--- src/rtl/pdl_adc_scanner_pkg.sv ---
// Shared constants, scan FSM states and helpers for the paddle ADC scanner.
package pdl_adc_scanner_pkg;

  localparam int unsigned PDL_CHANNELS   = 4;
  localparam logic [7:0]  PDL_CENTRE     = 8'h80;
  localparam int unsigned ADC_FRAME_BITS = 17;
  localparam int unsigned ADC_DATA_FIRST = 7;   // SCLK period carrying B9

  typedef enum logic [1:0] {
    ST_GAP,
    ST_CS_SU,
    ST_SHIFT,
    ST_COMMIT
  } scan_state_t;

  // MOSI bit for a given SCLK period: start, SGL, D2=0, D1, D0, then zeros.
  function automatic logic cmd_bit(input logic [1:0] ch, input logic [4:0] idx);
    logic b;
    case (idx)
      5'd0:    b = 1'b1;
      5'd1:    b = 1'b1;
      5'd2:    b = 1'b0;
      5'd3:    b = ch[1];
      5'd4:    b = ch[0];
      default: b = 1'b0;
    endcase
    return b;
  endfunction

  function automatic logic [7:0] adc_to_paddle(input logic [9:0] raw, input logic inv);
    logic [7:0] v;
    v = raw[9:2];
    return inv ? (8'd255 - v) : v;
  endfunction

endpackage

--- src/rtl/pdl_adc_scanner_spi_adc_xfer.sv ---
// One MCP3008-style SPI conversion: CS setup, 17 SCLK periods, result handoff.
module spi_adc_xfer
  import pdl_adc_scanner_pkg::*;
#(
  parameter int unsigned CLK_DIV = 5
) (
  input  logic       clk,
  input  logic       rst,
  input  logic       start,
  input  logic [1:0] ch,
  input  logic       miso,
  output logic       cs_n,
  output logic       sclk,
  output logic       mosi,
  output logic       idle,
  output logic       done,
  output logic [9:0] result
);

  localparam logic [7:0] DIV_LAST  = 8'(CLK_DIV - 1);
  localparam logic [4:0] BIT_LAST  = 5'(ADC_FRAME_BITS - 1);
  localparam logic [4:0] BIT_DATA0 = 5'(ADC_DATA_FIRST);

  scan_state_t state;
  logic [7:0]  div_cnt;
  logic [4:0]  bit_cnt;
  logic        high_half;
  logic [9:0]  shreg;
  logic        miso_meta;
  logic        miso_sync;

  always_ff @(posedge clk or posedge rst) begin
    if (rst) begin
      miso_meta <= 1'b0;
      miso_sync <= 1'b0;
    end else begin
      miso_meta <= miso;
      miso_sync <= miso_meta;
    end
  end

  // Each SCLK half is CLK_DIV cycles; MISO is sampled on the edge that raises SCLK.
  always_ff @(posedge clk or posedge rst) begin
    if (rst) begin
      state     <= ST_GAP;
      cs_n      <= 1'b1;
      sclk      <= 1'b0;
      mosi      <= 1'b0;
      done      <= 1'b0;
      div_cnt   <= '0;
      bit_cnt   <= '0;
      high_half <= 1'b0;
      shreg     <= '0;
    end else begin
      done <= 1'b0;
      case (state)
        ST_GAP: begin
          if (start) begin
            state   <= ST_CS_SU;
            cs_n    <= 1'b0;
            div_cnt <= '0;
          end
        end
        ST_CS_SU: begin
          if (div_cnt == DIV_LAST) begin
            state     <= ST_SHIFT;
            div_cnt   <= '0;
            bit_cnt   <= '0;
            high_half <= 1'b0;
            mosi      <= cmd_bit(ch, 5'd0);
          end else begin
            div_cnt <= div_cnt + 8'd1;
          end
        end
        ST_SHIFT: begin
          if (div_cnt != DIV_LAST) begin
            div_cnt <= div_cnt + 8'd1;
          end else begin
            div_cnt <= '0;
            if (!high_half) begin
              sclk      <= 1'b1;
              high_half <= 1'b1;
              if (bit_cnt >= BIT_DATA0)
                shreg <= {shreg[8:0], miso_sync};
            end else begin
              sclk      <= 1'b0;
              high_half <= 1'b0;
              if (bit_cnt == BIT_LAST) begin
                state <= ST_COMMIT;
                cs_n  <= 1'b1;
                mosi  <= 1'b0;
                done  <= 1'b1;
              end else begin
                bit_cnt <= bit_cnt + 5'd1;
                mosi    <= cmd_bit(ch, bit_cnt + 5'd1);
              end
            end
          end
        end
        ST_COMMIT: begin
          state <= ST_GAP;
        end
        default: begin
          state <= ST_GAP;
          cs_n  <= 1'b1;
          sclk  <= 1'b0;
        end
      endcase
    end
  end

  assign idle   = (state == ST_GAP);
  assign result = shreg;

endmodule

--- src/rtl/pdl_adc_scanner.sv ---
// Scans four pot channels over SPI into shadow registers and snapshots them on PTRIG.
module pdl_adc_scanner
  import pdl_adc_scanner_pkg::*;
#(
  parameter int unsigned CLK_DIV   = 5,
  parameter int unsigned GAP_TICKS = 100,
  parameter logic [3:0]  INVERT    = 4'b0000
) (
  input  logic        sys_clk,
  input  logic        reset,
  input  logic        ptrig,
  output logic        adc_cs_n,
  output logic        adc_sclk,
  output logic        adc_mosi,
  input  logic        adc_miso,
  output logic [3:0]  pdl_start,
  output logic [31:0] pdl_value,
  output logic        scan_done
);

  localparam logic [15:0] GAP_LAST = 16'(GAP_TICKS - 1);
  localparam logic [1:0]  CH_LAST  = 2'(PDL_CHANNELS - 1);

  logic [15:0] gap_cnt;
  logic        xfer_start;
  logic        xfer_idle;
  logic        xfer_done;
  logic [9:0]  xfer_result;
  logic [1:0]  ch;
  logic [7:0]  shadow [PDL_CHANNELS];

  assign xfer_start = xfer_idle && (gap_cnt == GAP_LAST);

  spi_adc_xfer #(
    .CLK_DIV (CLK_DIV)
  ) u_xfer (
    .clk    (sys_clk),
    .rst    (reset),
    .start  (xfer_start),
    .ch     (ch),
    .miso   (adc_miso),
    .cs_n   (adc_cs_n),
    .sclk   (adc_sclk),
    .mosi   (adc_mosi),
    .idle   (xfer_idle),
    .done   (xfer_done),
    .result (xfer_result)
  );

  always_ff @(posedge sys_clk or posedge reset) begin
    if (reset) begin
      gap_cnt <= '0;
    end else if (!xfer_idle || xfer_start) begin
      gap_cnt <= '0;
    end else begin
      gap_cnt <= gap_cnt + 16'd1;
    end
  end

  // The snapshot reads shadow before a same-cycle commit lands, so PTRIG
  // coinciding with COMMIT still returns the previous sample.
  always_ff @(posedge sys_clk or posedge reset) begin
    if (reset) begin
      ch        <= '0;
      pdl_start <= '0;
      for (int unsigned n = 0; n < PDL_CHANNELS; n++) begin
        shadow[n]            <= PDL_CENTRE;
        pdl_value[8*n +: 8]  <= PDL_CENTRE;
      end
    end else begin
      pdl_start <= {4{ptrig}};
      if (ptrig) begin
        for (int unsigned n = 0; n < PDL_CHANNELS; n++)
          pdl_value[8*n +: 8] <= shadow[n];
      end
      if (xfer_done) begin
        shadow[ch] <= adc_to_paddle(xfer_result, INVERT[ch]);
        ch         <= ch + 2'd1;
      end
    end
  end

  assign scan_done = xfer_done && (ch == CH_LAST);

endmodule
--- config.mk ---
export PLATFORM = sky130hd
export DESIGN_NAME = pdl_adc_scanner
export DESIGN_NICKNAME = d
export VERILOG_FILES = /design/src/rtl/pdl_adc_scanner_pkg.sv /design/src/rtl/pdl_adc_scanner_spi_adc_xfer.sv /design/src/rtl/pdl_adc_scanner.sv
export SDC_FILE = /design/constraint.sdc
export NUM_CORES = 1
export LEC_CHECK = 0
export CAP_MARGIN = 5
export CORE_MARGIN = 2
export CORE_UTILIZATION = 42
export CTS_CLUSTER_DIAMETER = 200
export DETAILED_ROUTE_END_ITERATION = 10
export GPL_TIMING_DRIVEN = 0
export PLACE_DENSITY_LB_ADDON = 0.25
export SYNTH_ARGS = -nofsm -noshare
export SYNTH_HDL_FRONTEND = slang
export SYNTH_SLANG_ARGS = --single-unit
export TNS_END_PERCENT = 100
--- constraint.sdc ---
create_clock -name sys_clk -period 3.78 [get_ports sys_clk]
set_input_delay 0.756 -clock sys_clk [delete_from_list [all_inputs] [get_ports sys_clk]]
set_output_delay 0.756 -clock sys_clk [all_outputs]
set_load 0.05 [all_outputs]
== Word-level counts from Yosys, hierarchy flattened ==
Cells that the tools add are included.
W data, S select, Z words.
Word-level totals
  flip-flop bits (word level): 115
  input bits: 4
  output and inout bits: 40
  word-level logic and storage cells: 108
Cells by class
  add/sub/neg operators: 5
  $lt $le $gt $ge: 4
  equality and inequality tests: 17
  muxes and demuxes: 41
  bitwise logic cells: 3
  reductions and logical operators: 19
Operators with widths (number)
  $mux W8: 5
  $bwmux W32: 1
  $pmux W8 S3: 1
  $mux W5: 4
  $add A16 B1 Y16 const B: 1
  $demux W8 S2: 1
  $eq A16 B7 Y1 const B: 1
  $mux W1: 16
  $mux W16: 1
  $reduce_and A5 Y1: 3
  $mux W2: 5
  $pmux W5 S2: 1
  $add A8 B1 Y8 const B: 1
  $eq A8 B3 Y1 const B: 1
  $ne A8 B3 Y1 const B: 1
  $pmux W2 S4: 1
  $reduce_and A4 Y1: 2
  $sub A8 B8 Y8 const A: 1
  $eq A2 B2 Y1 const B: 3
  $ne A2 B1 Y1 const B: 3
  $ne A2 B2 Y1 const B: 3
  $pmux W1 S2: 3
  $add A5 B1 Y5 const B: 1
  $eq A5 B1 Y1 const B: 1
  23 further kinds: 28

== Depth between registers and ports, before layout ==
Gate-level depths: netlist of the first run.
  depth after elaboration: 8
  gate-level depth with buffers: 7

== Modules after synthesis ==
From an unflattened synthesis of the first run, not the netlist that was laid out.
Unflattened totals
  cells, all modules: 385
  area total of the unflattened synthesis: 5082.4 um^2
By module, submodules not included
  pdl_adc_scanner: instances 1, cells each 230, area each 3345.7 um^2, seq. area each 2087.0 um^2
  spi_adc_xfer: instances 1, cells each 155, area each 1736.7 um^2, seq. area each 802.0 um^2

== Worst setup path after synthesis of the first run ==
OpenSTA, ideal clock, no wires.
  path kind: register to register
  start: register gap_cnt[0]
  end: register u_xfer.state[1]
  library setup time: 0.125 ns
  data arrival time: 1.793 ns
  required time: 3.655 ns
  slack: 1.862 ns
  stages on the path, launching flop included: 6
  clock period less this slack: 1.918 ns
  cell sequence: dfrtp_1 > ha_1 > nor4b_1 > nand4_1 > a221oi_2 > mux2_2
Between the ends
  cells in the longest elaborated chain, start to end: 4
Ends and longest elaborated chain
  from (decl): RTL line pdl_adc_scanner.sv:24  | logic [15:0] gap_cnt;
  from (signal assigned): RTL line pdl_adc_scanner.sv:56  | gap_cnt <= gap_cnt + 16'd1;
  $eq A16 B7 Y1: RTL line pdl_adc_scanner.sv:32  | assign xfer_start = xfer_idle && (gap_cnt == GAP_LAST);
  $logic_and A1 B1 Y1: RTL line pdl_adc_scanner.sv:32
  $ne A2 B2 Y1 (no line)
  $reduce_and A5 Y1 (no line)
  to (signal assigned): RTL line pdl_adc_scanner_spi_adc_xfer.sv:89  | state <= ST_COMMIT;
  to (signal assigned): RTL line pdl_adc_scanner_spi_adc_xfer.sv:101  | state <= ST_GAP;
  to (signal assigned): RTL line pdl_adc_scanner_spi_adc_xfer.sv:104  | state <= ST_GAP;
  to (decl): RTL line pdl_adc_scanner_spi_adc_xfer.sv:24  | scan_state_t state;
No other way between the ends.
A chain may end at the register's enable or synchronous reset.

== Worst setup path after layout of the first run ==
  start: register u_xfer.done
  end: output port scan_done
Between the ends
  cells in the longest elaborated chain, start to end: 1
Ends and longest elaborated chain
  from (decl): RTL line pdl_adc_scanner_spi_adc_xfer.sv:16  | output logic done,
  from (signal assigned): RTL line pdl_adc_scanner_spi_adc_xfer.sv:49  | done <= 1'b0;
  from (signal assigned): RTL line pdl_adc_scanner_spi_adc_xfer.sv:55  | done <= 1'b0;
  from (signal assigned): RTL line pdl_adc_scanner_spi_adc_xfer.sv:92  | done <= 1'b1;
  $logic_and A1 B1 Y1: RTL line pdl_adc_scanner.sv:83  | assign scan_done = xfer_done && (ch == CH_LAST);
  to (decl): RTL line pdl_adc_scanner.sv:18  | output logic scan_done
No other way between the ends.

==> results.ini, run 1 <==
[route]
via_per_inst=5.27
drt_iter0_drc=154
firstDrtPassIters=4
drc_errors=0
vias=3288
routedWlPerCell_microns=15.4
ant_nets=0
finalWirelength_microns=9600

[synth]
synth-edff-count=0
synth_top_cell_by_area=dfrtp_1
yosysWarnings=0
synth_top_area_share_pct=51.9
synthTopCellsByArea=dfrtp_1 52%, mux2_2 17%, dfstp_2 4.6%
synthArstFlopShare_pct=100
syn-num-nets=419
ys_types=48
ys_seq_area_share_pct=56.5
synth_ff_type=dfrtp_1
ys_ff_latch=115
postSynthCellCount=400
syn_area_sq_um=5110
syn_area_per_cell_sq_um=12.8

[final_layout]
syn_to_final_growth_pct=26.1
layout.nets=483
stdcell_area_sq_um=6450
antenna_cells=0
drive_gt1_share_pct=28.1

[floorplan]
die_area_sq_um=13100
die_x_microns=114
core-area_sq_um=12000
rows=40
initial_core_util_pct=42.7
die_h_microns=114
ios=44

[worst_setup_path]
critical_path.endpoint_type=output port
path_max_fanout=9
worstPathRequired_ns=3.02
rrSetupSlack_ns=1.25
worstPathArrival_ns=2.23
reg2regPathDepth=7
crit_path_start_kind=flop
rr_endpoint=u_xfer.div_cnt[1]
worstSetupPathType=flop to output port
worstReg2RegStart=u_xfer.state[0]

[cts]
cts_setup_buffers=0
cts_tree=built
ctsHoldBuffers=0
clockBufferDepth=2
cts.reportedPaths.clkPinSlew_ns=0.05
numCtsBuffers=17
insertion_delay_ns=0.41
clock_sinks=115
ctsRootBufferMaster=clkbuf_16
cts_resized=0
htree_levels=4

[sta]
setup_viol=0
hold_viol_final=0
finalMaxSlewViolations=0
finalCriticalPeriod_ns=2.99
clock.fmax_mhz=335
finalCritPeriodShare_pct=79.0
fin_skew_ns=0.00672
relSlewSlack_pct=52.1
setup_tns_ns=0
worst_slew_pin_slew_ns=0.718
rsz0062_at_grt=false

[worst_hold_path]
worstHoldStart=u_xfer.miso_meta
min_path_cells=0
holdPathEnd=u_xfer.miso_sync
hold_class=flop to flop

[global_route]
grt_usage_pct=16.5
gr-total-overflow=0
antenna_found_initial=0
grt_max_degree=45
grt_pass1_wl_microns=16600
grt_pass1_vias=3296

[place]
portBuffers=43
finalWeightedCongestion=0.825
dp_hpwl_microns=6580
post_dp_cell_area_sq_um=5770

[run_status]
status=complete, no violations

[flow_run]
cap_violations=0

[power_and_ir_drop]
power.density_nw_per_um2=481
ir_worst_vdd_v=0.000289
p_leak_nw=2.99
total_power_mw=3.10

-- placed cells by master, fill, tap and decap left out, types with 7 or more instances in the layout --
cell type        netlist  routed
o21ai_0                9       9
nor4_1                10      10
mux2_2                76      76
nand2_1               20      20
inv_1                 18      17
dfstp_2                9       9
xor2_1                 9       9
nand4_1                7       7
ha_1                  15      15
dfrtp_1              106     106
a21oi_1               10      10
clkdlybuf4s50_1        0      43
nor2_1                16      16
clkbuf_16              0      17
nand3_1               11      11
-- critical path, stage by stage (launching register included) --
cell	delay (ns)
dfrtp_1	0.31
clkbuf_1	0.24
nand2_1	0.34
inv_1	0.12
clkdlybuf4s50_1	0.80
-- per-layer routing --
layer  vias to the layer above  wire length [microns]  GRT usage, %
li1                       1585                      -             -
met1                      1622                   4530          22.0
met2                        71                   4570          25.8
met3                        10                    387          4.45
met4                         0                    114          6.42
met5                         -                      0             0
-- cell type report --
| class | count | area [sq um] |
|---|---|---|
| clock inverter | 11 | 198 |
| inverter | 18 | 71.3 |
| fill | 1009 | 5510 |
| clock buffer | 21 | 480 |
| sequential | 115 | 2890 |
| buffer | 14 | 67.6 |
| tap | 147 | 184 |
| multi-input combinational | 253 | 2090 |
| timing repair buffer | 45 | 470 |
-- flip-flops by register name, summed over array words and instances, names as in the netlist, 2 cells and up --
signal / cells
shadow: 32
pdl_value: 32
u_xfer.bit_cnt: 5
gap_cnt: 16
ch: 2
u_xfer.result: 10
u_xfer.state: 2
u_xfer.div_cnt: 8
-- through the flow --
step / cells / setup WS (ns) / hold WS, ns / utilization [%]
6_report: 624 / 0.794 / 0.346 / 53.9
5_1_grt: 624 / 0.594 / 0.363 / 53.9
4_1_cts: 624 / 0.732 / 0.348 / 53.9
3_5_place_dp: 592 / 1.18 / 0.336 / 48.2
3_3_place_gp: 590 / 0.580 / 0.338 / 47.9
2_1_floorplan: 400 / 1.63 / 0.331 / -
-- Yosys cell counts, types with 3 or more instances --
cell type,instances
nand2_1,20
o21ai_0,9
inv_1,18
and2_1,3
nor3_1,6
dfrtp_1,106
buf_4,3
and4_1,6
o221ai_1,3
ha_1,15
buf_1,3
a21oi_1,10
nand4_1,7
or3_1,4
and3_1,6
clkbuf_1,5
a221o_1,6
nor4_1,10
dfstp_2,9
nand3_1,11
buf_2,3
xor2_1,9
xnor2_1,6
nor2_1,16
mux2_2,76
-- report_power, final --
| part | switching [mW] | leakage, nW | internal (mW) |
|---|---|---|---|
| Clock | 0.561 | 0.330 | 1.24 |
| Sequential | 0.000823 | 1.55 | 1.23 |
| Combinational | 0.0406 | 1.11 | 0.0183 |
| Total | 0.602 | 2.99 | 2.50 |
-- worst max path at each step --
stage,from,end,cells past startpoint
after floorplan,reset,ch[0],1
after global placement,reset,u_xfer.bit_cnt[0],2
after detailed placement,u_xfer.done,scan_done,4
after CTS,u_xfer.done,scan_done,4
after global routing,u_xfer.done,scan_done,4
final,u_xfer.done,scan_done,4
-- logic make-up (layout without fill, tap and decap cells) --
kind of cell	count (synthesis)	in the layout	synth area share [%]
flip-flops	115	115	56.5
adder cells (fa/ha/maj)	15	15	3.67
AO/OA/AOI/OAI	44	44	6.32
XOR/XNOR	15	15	2.57
AND/OR/NAND/NOR	102	102	11.3
multiplexers	77	77	16.9
buffers and inverters	32	109	2.64
No activity file was read; power rests on OpenSTA's default activity.
==> run 2, diff against run 1 <==
==> constraint.sdc (replaced) <==
create_clock -name sys_clk -period 2.5 [get_ports sys_clk]
set_input_delay 0.5 -clock sys_clk [delete_from_list [all_inputs] [get_ports sys_clk]]
set_output_delay 0.5 -clock sys_clk [all_outputs]
set_load 0.05 [all_outputs]
==> run 2 against run 1 <==
Utilization rose by 0.052 points. Final cell count did not move. Via count rose by 0.52%. Sequential share of layout area barely moved. Count of clock-buffer cells in the layout did not move. Combinational power rose by 51%. Design area barely moved. Die area did not move. Non-clock buffer count did not move. Clock power rose by 52%. Routed wire length fell by 0.20%. Critical path type unchanged. Largest cell class unchanged. Highest routed layer unchanged.
==> results.ini, run 2 (synthesis gave the netlist of run 1 again) <==
[flow_run]
cap_violations=0

[floorplan]
core-area_sq_um=12000
die_area_sq_um=13100
ios=44
rows=40
initial_core_util_pct=42.7
die_x_microns=114
die_h_microns=114

[sta]
rsz0062_at_grt=false
hold_viol_final=0
setup_viol=0
finalCritPeriodShare_pct=92.4
relSlewSlack_pct=52.1
finalMaxSlewViolations=0
finalCriticalPeriod_ns=2.31
fin_skew_ns=0.00672
fin_ws_ns=0.189
clock.fmax_mhz=433
worst_slew_pin_slew_ns=0.717

[worst_setup_path]
crit_chain=clkbuf_1 -> nand2_2 -> inv_1 -> clkdlybuf4s15_1
worstPathArrival_ns=1.81
crit_path_start_kind=flop
worstSetupPathType=flop to output port
critical_path.endpoint_type=output port
crit_path_top_delay_cell=clkdlybuf4s15_1
path_max_fanout=9
critPathMaxStageDelay_ns=0.49
worstPathRequired_ns=2.00

[route]
firstDrtPassIters=4
ant_nets=0
via_per_inst=5.30
drt_iter0_drc=167
drc_errors=0
vias=3305
routedWlPerCell_microns=15.4
finalWirelength_microns=9590

[cts]
htree_levels=4
clockBufferDepth=2
cts_tree=built
insertion_delay_ns=0.41
ctsHoldBuffers=0
clock_sinks=115
cts_setup_buffers=0
cts.reportedPaths.clkPinSlew_ns=0.05
ctsRootBufferMaster=clkbuf_16
numCtsBuffers=17

[run_status]
status=complete, no violations

[global_route]
antenna_found_initial=0
grt_max_degree=45
grt_pass1_wl_microns=16600
grt_usage_pct=16.5
gr-total-overflow=0
grt_pass1_vias=3296

[power_and_ir_drop]
p_leak_nw=3.00
total_power_mw=4.68
ir_worst_vdd_v=0.000437
power.density_nw_per_um2=726

[final_layout]
final_cell_mix=106 x dfrtp_1, 76 x mux2_2, 42 x clkdlybuf4s50_1, 19 x nand2_1
layout.nets=483
stdcell_area_sq_um=6450
drive_gt1_share_pct=28.5
layout_commonest_cell=dfrtp_1
final_util_pct=54.0
fin_cells=624
antenna_cells=0
reg_top3=pdl_value (32), shadow (32), gap_cnt (16)
syn_to_final_growth_pct=26.3
fill_cells=1007

[place]
portBuffers=43
dp_hpwl_microns=6580
dp_slack_ns=0.0578
dp.cells=592
post_dp_cell_area_sq_um=5770
finalWeightedCongestion=0.825

[worst_hold_path]
hold_class=flop to flop

run 2: worst max-delay path, delay by kind of cell, from the launching register on:
family                 cells  cell delay, ns
AND/OR/NAND/NOR            1            0.24
buffers and inverters      3            0.85
flip-flops                 1            0.31
run 2: cell type report:
cell class | count | area (sq um) | area share, %
Buffer | 14 | 67.6 | 1.05
Clock buffer | 21 | 480 | 7.44
Clock inverter | 11 | 198 | 3.06
Inverter | 18 | 71.3 | 1.11
Multi-Input combinational cell | 253 | 2090 | 32.4
Sequential cell | 115 | 2890 | 44.8
Tap cell | 147 | 184 | 2.85
Timing Repair Buffer | 45 | 470 | 7.29
run 2: worst paths after layout:
check	depth (start not counted)	to	start	slack, ns
max in group asynchronous	3	pdl_value[7]	reset	1.23
setup reg to reg	7	u_xfer.div_cnt[1]	u_xfer.state[0]	0.19
hold / removal	0	u_xfer.miso_sync	u_xfer.miso_meta	0.35
min in group asynchronous	2	shadow[12]	reset	0.56
setup / recovery	4	scan_done	u_xfer.done	0.19
hold reg to reg	0	u_xfer.miso_sync	u_xfer.miso_meta	0.35
run 2: where the power goes:
part           internal, mW  switching, mW  total, mW
clock network          1.88          0.847       2.73
logic                0.0276         0.0613     0.0890
registers              1.87        0.00124       1.87
total                  3.77          0.909       4.68
run 2: timing repair:
| item | CTS | global route |
|---|---|---|
| gates resized for setup | 3 | 1 |
| endpoints found under the hold margin | 0 | 0 |
| setup endpoints to repair | 1 | 8 |
run 2: per-layer routing:
layer	part of all wire [%]	up-vias	GRT usage [%]
met2	48	80	25.8
met3	4.3	9	4.45
li1	-	1588	-
met1	47	1628	22.0
met5	0	-	0
met4	1.1	0	6.42
run 2: per-stage QoR:
step	setup TNS (ns)	hold slack [ns]
global route	0	0.363
finish	0	0.346
CTS	0	0.348
detailed placement	0	0.336
global placement	-46.40	0.338
floorplan	0	0.331
==> run 3, diff against run 2 <==
--- a/config.mk
+++ b/config.mk
@@ -14,5 +14,6 @@
 export PLACE_DENSITY_LB_ADDON = 0.25
 export SYNTH_ARGS = -nofsm -noshare
 export SYNTH_HDL_FRONTEND = slang
+export SYNTH_HIERARCHICAL = 1
 export SYNTH_SLANG_ARGS = --single-unit
 export TNS_END_PERCENT = 100
==> run 3 against run 2 <==
Synthesized area is 0.56% lower. First-iteration DRC count unchanged. Final cell count down 2.4%. Worst hold slack better by 0.014 ns. Die area fell by 0.54%. Via count down 4.0%. Sequential cell count stayed put. Combinational power is 2.2% higher. Utilization down 0.30 points. Clock power shrank 8.8%. Sequential power about the same. Critical endpoint unchanged. Largest power group unchanged.
==> results.ini, run 3 <==
[cts]
clockBufferDepth=2
insertion_delay_ns=0.41
clock_sinks=115
ctsRootBufferMaster=clkbuf_16
ctsHoldBuffers=0
htree_levels=4
numCtsBuffers=17
cts.reportedPaths.clkPinSlew_ns=0.05
cts_tree=built

[route]
ant_nets=0
vias=3172
finalWirelength_microns=9680
drc_errors=0
via_per_inst=5.21
routedWlPerCell_microns=15.9
firstDrtPassIters=4
drt_iter0_drc=167

[worst_setup_path]
critPathBufInv=2
critical_path.endpoint_type=output port
worstPathArrival_ns=1.83
cp_num_cells=4
worstSetupPathType=flop to output port
reg2regPathDepth=8
worst_path_dominant_cell_family=buffers and inverters
path_max_fanout=9
crit_path_start_kind=flop
critPathMaxStageDelay_ns=0.45
worstPathRequired_ns=2.00
crit_chain=ha_1 -> nand2_2 -> inv_1 -> clkdlybuf4s15_1
crit_path_top_delay_cell=clkdlybuf4s15_1

[synth]
syn-num-nets=404
synth_top_cell_by_area=dfrtp_1
synth-edff-count=0
ys_types=48
synth_top_area_share_pct=52.2
yosysWarnings=6
syn_area_per_cell_sq_um=13.2
synthTopCellsByArea=dfrtp_1 52%, mux2_2 14%, dfstp_2 4.7%
syn_area_sq_um=5080
synthArstFlopShare_pct=100
yosysMostFrequentCell=dfrtp_1
synth_common_cells=106 x dfrtp_1, 63 x mux2_2, 25 x nor2_1
synth_ff_type=dfrtp_1
ys_seq_area_share_pct=56.8
postSynthCellCount=385
ys_ff_latch=115

[global_route]
antenna_found_initial=0
grt_pass1_wl_microns=16500
gr-total-overflow=0
grt_usage_pct=16.5
grt_max_degree=36
grt_pass1_vias=3317

[sta]
finalMaxSlewViolations=0
finalCriticalPeriod_ns=2.33
hold_viol_final=0
fin_ws_ns=0.174
rsz0062_at_grt=false
clock.fmax_mhz=430
relSlewSlack_pct=53.2
timing.hold.ws_ns=0.360
fin_skew_ns=0.00640
setup_tns_ns=0
finalCritPeriodShare_pct=93.0
worst_slew_pin_slew_ns=0.700
setup_viol=0

[final_layout]
syn_to_final_growth_pct=25.8
drive_gt1_share_pct=31.0
layout_commonest_cell=dfrtp_1
antenna_cells=0
reg_top3=pdl_value (32), shadow (32), gap_cnt (16)
layout.nets=468
final_cell_mix=106 x dfrtp_1, 63 x mux2_2, 42 x clkdlybuf4s50_1, 25 x nor2_1, 17 x clkbuf_16

[floorplan]
die_h_microns=114
initial_core_util_pct=42.7
die_area_sq_um=13000
ios=44
rows=40
core-area_sq_um=11900
die_x_microns=114

[place]
dp_slack_ns=-0.171
portBuffers=43
dp_hpwl_microns=6390
finalWeightedCongestion=0.841

[power_and_ir_drop]
power.density_nw_per_um2=696
ir_worst_vdd_v=0.000422
p_leak_nw=3.09

[flow_run]
cap_violations=0

[run_status]
status=complete, no violations

[worst_hold_path]
min_path_cells=0
hold_class=flop to flop

==> run 3: layer usage <==
metal	vias to the layer above	track usage, %	share of wire, %
li1	1507	-	-
met1	1602	21.8	47
met2	50	25.0	47
met5	-	0	0
met3	13	5.26	3.8
met4	0	7.15	1.6
==> run 3: power breakdown <==
part	leakage [nW]	internal, mW	total [mW]	switching (mW)
Sequential	1.55	1.87	1.87	0.00120
Combinational	1.24	0.0281	0.0910	0.0628
Clock	0.303	1.67	2.49	0.824
Total	3.09	3.56	4.45	0.888
==> run 3: final timing paths <==
path                             startpoint                end  slack [ns]
max in group asynchronous             reset       pdl_value[7]        1.15
min in group asynchronous             reset        gap_cnt[11]        0.53
setup reg to reg                 gap_cnt[0]  u_xfer/div_cnt[4]        0.23
hold reg to reg            u_xfer/miso_meta   u_xfer/miso_sync        0.36
setup / recovery                      ch[0]          scan_done        0.17
hold / removal             u_xfer/miso_meta   u_xfer/miso_sync        0.36
==> run 3: kinds of logic (layout without fill, tap and decap cells) <==
family | after synthesis | after routing | share of synthesized area (%)
mux | 75 | 75 | 17.4
buf+inv | 27 | 104 | 2.71
simple gates | 103 | 103 | 11.6
fa+ha+maj | 15 | 15 | 3.69
xor+xnor | 23 | 23 | 3.96
compound gates | 27 | 27 | 3.84
flops | 115 | 115 | 56.8
==> run 3: cell type report <==
type	count	area [sq um]
Inverter	12	48.8
Timing Repair Buffer	46	478
Clock buffer	23	488
Sequential cell	115	2890
Clock inverter	9	126
Buffer	14	88.8
Multi-Input combinational cell	243	2090
Fill cell	1037	5520
Tap cell	147	184
==> run 3: stage by stage <==
stage | instances | area, sq um | power (mW) | util [%]
global route | 609 | 6390 | 4.59 | 53.7
floorplan | 385 | 5090 | 1.96 | -
finish | 609 | 6390 | 4.45 | 53.7
global placement | 575 | 5700 | 1.98 | 47.9
detailed placement | 577 | 5740 | 1.99 | 48.2
CTS | 609 | 6370 | 4.50 | 53.5
==> run 3: what timing repair did <==
| item | CTS | global route |
|---|---|---|
| buffers inserted | 0 | 1 |
| pin swaps | 0 | 1 |
| setup endpoints to repair | 7 | 10 |
| gates resized for setup | 3 | 5 |
